**config.mk**
```make
export PLATFORM = sky130hd
export DESIGN_NAME = cube_move_sequencer
export DESIGN_NICKNAME = d
export VERILOG_FILES = /design/src/rtl/cube_move_sequencer.sv
export SDC_FILE = /design/constraint.sdc
export NUM_CORES = 1
export LEC_CHECK = 0
export BUFFER_PORTS_ARGS = -buffer_cell sky130_fd_sc_hd__buf_2
export CAP_MARGIN = 20
export CORE_UTILIZATION = 54
export CTS_CLUSTER_DIAMETER = 40
export DETAILED_ROUTE_END_ITERATION = 8
export MAX_ROUTING_LAYER = met4
export PLACE_DENSITY = 0.81
export SYNTH_ARGS = -nofsm -noshare
export SYNTH_HDL_FRONTEND = slang
export SYNTH_SLANG_ARGS = --single-unit
```
**constraint.sdc**
```tcl
create_clock -name clk -period 2.55 [get_ports clk]
set_input_delay 0 -clock clk [delete_from_list [all_inputs] [get_ports clk]]
set_output_delay 0 -clock clk [all_outputs]
set_load 0.03 [all_outputs]
```
**src/rtl/cube_move_sequencer.sv**
```systemverilog
// Turns one cube move code at a time into dwell-timed extend/rotate steps for the 4-gripper rig.
// Optional pause input and dwell hold are compiled in with `define CMS_PAUSE_EN.
`timescale 1ns/1ps
module cube_move_sequencer #(
   parameter int unsigned DWELL_CYCLES = 50_000_000,
   parameter int unsigned CNT_W        = 26
) (
   input  logic       clk,
   input  logic       rst,
   input  logic       move_valid,
   input  logic [3:0] move_code,
   output logic       move_ready,
   output logic [3:0] ext,
   output logic [3:0] rot,
   output logic       busy,
   output logic       done,
   output logic       error
`ifdef CMS_PAUSE_EN
   ,
   input  logic       pause
`endif
);

   typedef enum logic [1:0] {StIdle, StStep, StDone, StErr} state_e;

   localparam logic [1:0]       TypeCcw  = 2'b01;
   localparam logic [1:0]       TypeHalf = 2'b10;
   localparam logic [1:0]       TypeIll  = 2'b11;
   localparam logic [2:0]       LastStep = 3'd5;
   localparam logic [CNT_W-1:0] CntLast  = CNT_W'(DWELL_CYCLES - 1);

   state_e           state_q, state_d;
   logic [3:0]       code_q, code_d;
   logic [2:0]       idx_q, idx_d;
   logic             start_q, start_d;
   logic             rep_q, rep_d;
   logic [CNT_W-1:0] cnt_q, cnt_d;
   logic [3:0]       ext_q, ext_d;
   logic [3:0]       rot_q, rot_d;

   logic             paused;
   logic             accept;
   logic             step_ccw;
   logic [3:0]       g_mask, o_mask;
   logic [3:0]       first_mask, second_mask;
   logic [2:0]       apply_idx;
   logic [3:0]       step_ext, step_rot;

`ifdef CMS_PAUSE_EN
   assign paused = pause;
`else
   assign paused = 1'b0;
`endif

   assign move_ready = (state_q == StIdle) && !paused;
   assign accept     = move_valid && move_ready;
   assign busy       = (state_q != StIdle);
   assign done       = (state_q == StDone) && !paused;
   assign error      = (state_q == StErr);
   assign ext        = ext_q;
   assign rot        = rot_q;

   assign step_ccw = (code_q[3:2] == TypeCcw);
   assign g_mask   = 4'b0001 << code_q[1:0];
   assign o_mask   = code_q[0] ? 4'b0101 : 4'b1010;

   // CW moves clamp the orthogonal pair first; CCW moves lead with gripper g itself.
   assign first_mask  = step_ccw ? g_mask : o_mask;
   assign second_mask = step_ccw ? o_mask : g_mask;

   // Index applied on the next advance: step 0 on first entry and on the HALF rerun.
   assign apply_idx = (start_q || (idx_q == LastStep)) ? 3'd0 : idx_q + 3'd1;

   always_comb begin
      step_ext = ext_q;
      step_rot = rot_q;
      case (apply_idx)
         3'd0:    step_ext = ext_q & ~first_mask;
         3'd1:    step_rot = rot_q | g_mask;
         3'd2:    step_ext = ext_q | first_mask;
         3'd3:    step_ext = ext_q & ~second_mask;
         3'd4:    step_rot = rot_q & ~g_mask;
         3'd5:    step_ext = ext_q | second_mask;
         default: ;
      endcase
   end

   always_comb begin
      state_d = state_q;
      code_d  = code_q;
      idx_d   = idx_q;
      start_d = start_q;
      rep_d   = rep_q;
      cnt_d   = cnt_q;
      ext_d   = ext_q;
      rot_d   = rot_q;

      unique case (state_q)
         StIdle: begin
            if (accept) begin
               state_d = StStep;
               code_d  = move_code;
               start_d = 1'b1;
               rep_d   = (move_code[3:2] == TypeHalf);
               idx_d   = 3'd0;
               cnt_d   = '0;
            end
         end

         StStep: begin
            if (start_q) begin
               // The accept cycle only registers the code; decode happens one edge later.
               if (code_q[3:2] == TypeIll) begin
                  state_d = StErr;
                  start_d = 1'b0;
                  rep_d   = 1'b0;
               end else if (!paused) begin
                  start_d = 1'b0;
                  idx_d   = 3'd0;
                  cnt_d   = '0;
                  ext_d   = step_ext;
                  rot_d   = step_rot;
               end
            end else if (!paused) begin
               if (cnt_q == CntLast) begin
                  cnt_d = '0;
                  if (idx_q == LastStep && !rep_q) begin
                     state_d = StDone;
                  end else begin
                     if (idx_q == LastStep) begin
                        rep_d = 1'b0;
                     end
                     idx_d = apply_idx;
                     ext_d = step_ext;
                     rot_d = step_rot;
                  end
               end else begin
                  cnt_d = cnt_q + 1'b1;
               end
            end
         end

         StDone: begin
            if (!paused) begin
               state_d = StIdle;
            end
         end

         StErr: begin
            state_d = StIdle;
         end

         default: begin
            state_d = StIdle;
         end
      endcase
   end

   always_ff @(posedge clk) begin
      if (rst) begin
         state_q <= StIdle;
         code_q  <= 4'b0000;
         idx_q   <= 3'd0;
         start_q <= 1'b0;
         rep_q   <= 1'b0;
         cnt_q   <= '0;
         ext_q   <= 4'b1111;
         rot_q   <= 4'b0000;
      end else begin
         state_q <= state_d;
         code_q  <= code_d;
         idx_q   <= idx_d;
         start_q <= start_d;
         rep_q   <= rep_d;
         cnt_q   <= cnt_d;
         ext_q   <= ext_d;
         rot_q   <= rot_d;
      end
   end

endmodule

```
==> qor.yml <==
pwr:
  peakVddDrop_mv: 0.371
  clkPwrFrac_pct: 38.3
  powerDensity_nw_per_um2: 508
  power.switching_w: 0.000335
  switching_share_pct: 23.3
  combPwrFrac_pct: 11.2
  cellInternalPower_w: 0.00110
  leakagePower_nw: 1.03
  p_seq_share_pct: 50.5
critical_path:
  crit-reg2reg-capture: "ext[3]"
  crit_required_ns: 2.73
  crit_type: "flop to flop"
  endpoint: "ext[3]"
  reg2reg_slack_ns: 0.09
  cp.arrival_ns: 2.64
  cp_num_cells: 8
  worst_path_largest_cell_delay_ns: 0.52
  path_max_fanout: 4
  reg2reg_depth: 8
  critPathLaunch: "idx_q[1]"
  timing.rr.start: "idx_q[1]"
  crit_buf_inv: 1
  start_kind: "flop"
  slowest_stage: "a2111o_1"
  critical_path.cell_chain: "inv_1 > ha_1 > nand2b_1 > a2111o_1 > nor2_1 > xor2_2 > mux2_2 > a2bb2oi_1"
  end_kind: "flop"
  path_delay_family: "compound AO/OA/AOI/OAI gates"
place:
  hpwl_mm: 3.64
  numPortBuffers: 18
  place_congestion: 0.842
  place_area_um2: 2620
synth:
  yosysWarnings: 0
  avgSynthCellArea_um2: 8.27
  synth-main-ff-cell: "dfxtp_1"
  ys_seq_area_share_pct: 37.3
  synth_seq_cells: 45
  syn_nets: 302
  async_flop_share_pct: 0
  yosysMostFrequentCell: "nor2_1"
  yosysTopAreaCellShare_pct: 37.3
  synthCells: 292
  synth_commonest_cells: "nor2_1, dfxtp_1, nand2_1"
  synth-edff-count: 0
  ys_top_cells_by_area: "dfxtp_1, nor2_1, mux2i_1, xor2_1, nand2_1"
  yosys.area.top_type: "dfxtp_1"
  netlist_area_um2: 2420
  synth_cell_types: 51
detailed_routing:
  firstDrtPassIters: 4
  viasPerCell: 5.81
  ant_nets: 0
  wire_per_inst_um: 14.1
  vias: 2174
  post-route-drc-count: 0
  drtIter0Drc: 235
  wl_mm: 5.26
clocking:
  clock_tree.root_cell: "clkbuf_8"
  worst_skew_pair.late_latency_ns: 0.29
  clk_pin_slew_ns: 0.08
  clockBufferDepth: 2
  cts_tree: "done"
  cts_buffers: 5
  cts_sinks: 45
  htree_levels: 2
global_route:
  antenna_found_initial: 0
  first_global_vias: 1983
  grt_pass1_wl_mm: 8.66
  grt_max_degree: 25
  grt_usage_pct: 24.9
  grt-ovfl-total: 0
timing:
  skew_ns: 0.00780
  slew_headroom_pct: 64.2
  worst_pin_slew_ns: 0.536
  min_period_ns: 2.46
  hold_violations: 0
  drv_slew: 0
  period_share_pct: 96.5
  fmax_mhz: 406
  setup-violations-final: 0
  holdWs_ns: 0.0465
floorplanning:
  core_area_um2: 4140
  fp.dieArea_um2: 4750
  num_rows: 23
  start_util_pct: 58.3
  chipHeight_um: 68.9
  die_w_um: 68.9
  floorplan.io_pins: 19
hold_path:
  min-delay-start: "move_valid"
  worstHoldPathType: "input pin to flop"
cells_and_area:
  area_growth_pct: 17.1
  post-route-cell-area_um2: 2830
  fillers: 332
  drive_gt1_share_pct: 16.7
  antenna_cells: 0
  nNetsFinal: 333
outcome:
  status: "finished, final reports clean"
job:
  max_cap_violations: 0
-- power by group through the flow --
stage	clock, W	sequential [W]	combinational, W
CTS	0.000563	0.000725	0.000155
detailed placement	0	0.000741	0.000148
floorplan	0	0.000738	0.000107
finish	0.000550	0.000725	0.000161
global placement	0	0.000741	0.000146
global route	0.000593	0.000728	0.000176
-- worst register-to-register path: stages (launching register included) --
cell	delay, ns
dfxtp_1	0.37
inv_1	0.06
ha_1	0.22
nand2b_1	0.23
a2111o_1	0.52
nor2_1	0.22
xor2_2	0.24
mux2_2	0.37
a2bb2oi_1	0.13
-- per-layer routing --
metal	GRT usage [%]	part of all wire [%]	vias up
li1	-	-	1084
met1	29.8	47	1042
met2	41.7	48	39
met3	4.93	3.3	9
met4	8.42	1.4	0
met5	-	0	-
-- area by class of cell --
type	count	area (um^2)	area share, %
Sequential cell	45	901	31.8
Multi-Input combinational cell	226	1460	51.6
Timing Repair Buffer	37	259	9.15
Clock buffer	7	86.3	3.05
Inverter	8	30.0	1.06
Clock inverter	1	30.0	1.06
Tap cell	50	62.6	2.21
-- state kept, by name (all words and copies together), names as in the netlist, named ones only --
name and count:
rep_q 1, cnt_q 26, ext 4, state_q 2, code_q 4, idx_q 3
start_q 1
-- cells by family (layout without fill, tap and decap cells) --
kind of cell / count (synthesis) / count (layout) / share of synthesized area (%)
compound gates: 44 / 44 / 13.2
xor+xnor: 24 / 24 / 8.70
fa+ha+maj: 3 / 3 / 1.55
buf+inv: 21 / 53 / 3.42
flops: 45 / 45 / 37.3
mux: 16 / 16 / 6.78
simple gates: 139 / 139 / 29.1
-- repair_timing --
item | 4_1_cts | 5_1_grt
pin swaps | 3 | 5
setup endpoints to repair | 3 | 5
gates resized for setup | 1 | 6
setup buffers | 2 | 1
hold endpoints to repair | 5 | 0
hold buffers | 4 | 0
gates cloned | 0 | 0
-- metrics by stage --
stage	std cells	total power [W]	TNS [ns]	setup slack [ns]	util, %
final	374	0.00144	0	0.0899	68.3
after global routing	374	0.00150	-0.0514	-0.0219	68.3
after CTS	373	0.00144	0	0.0169	67.4
after detailed placement	359	0.000890	-0.0725	-0.0494	63.2
after global placement	359	0.000887	0	0.0548	63.2
after floorplan	292	0.000845	0	0.0109	-
-- cell usage in the layout, fill, tap and decap left out, types with 4 or more instances in the layout --
cell type / Yosys / final
or3_1: 5 / 5
buf_2: 3 / 18
dlygate4sd3_1: 0 / 4
nand2b_1: 6 / 6
nand4_1: 6 / 6
o21ai_0: 9 / 9
a21oi_1: 9 / 8
nand2_1: 26 / 26
nor3_1: 5 / 4
mux2i_1: 13 / 13
and4_1: 4 / 4
xnor2_1: 11 / 11
xor2_1: 13 / 12
nor2_1: 51 / 51
dfxtp_1: 45 / 45
inv_1: 7 / 7
nand3_1: 10 / 10
clkbuf_8: 0 / 6
buf_4: 0 / 13
nor2b_1: 10 / 10
-- how the worst min path moves through the flow --
stage	to	slack [ns]	cells after the start
global placement	code_q[0]	0.24	3
detailed placement	code_q[1]	0.25	3
CTS	start_q	0.04	3
floorplan	code_q[0]	0.15	2
finish	start_q	0.05	3
global route	start_q	0.06	3
No activity file was read; power rests on OpenSTA's default activity.
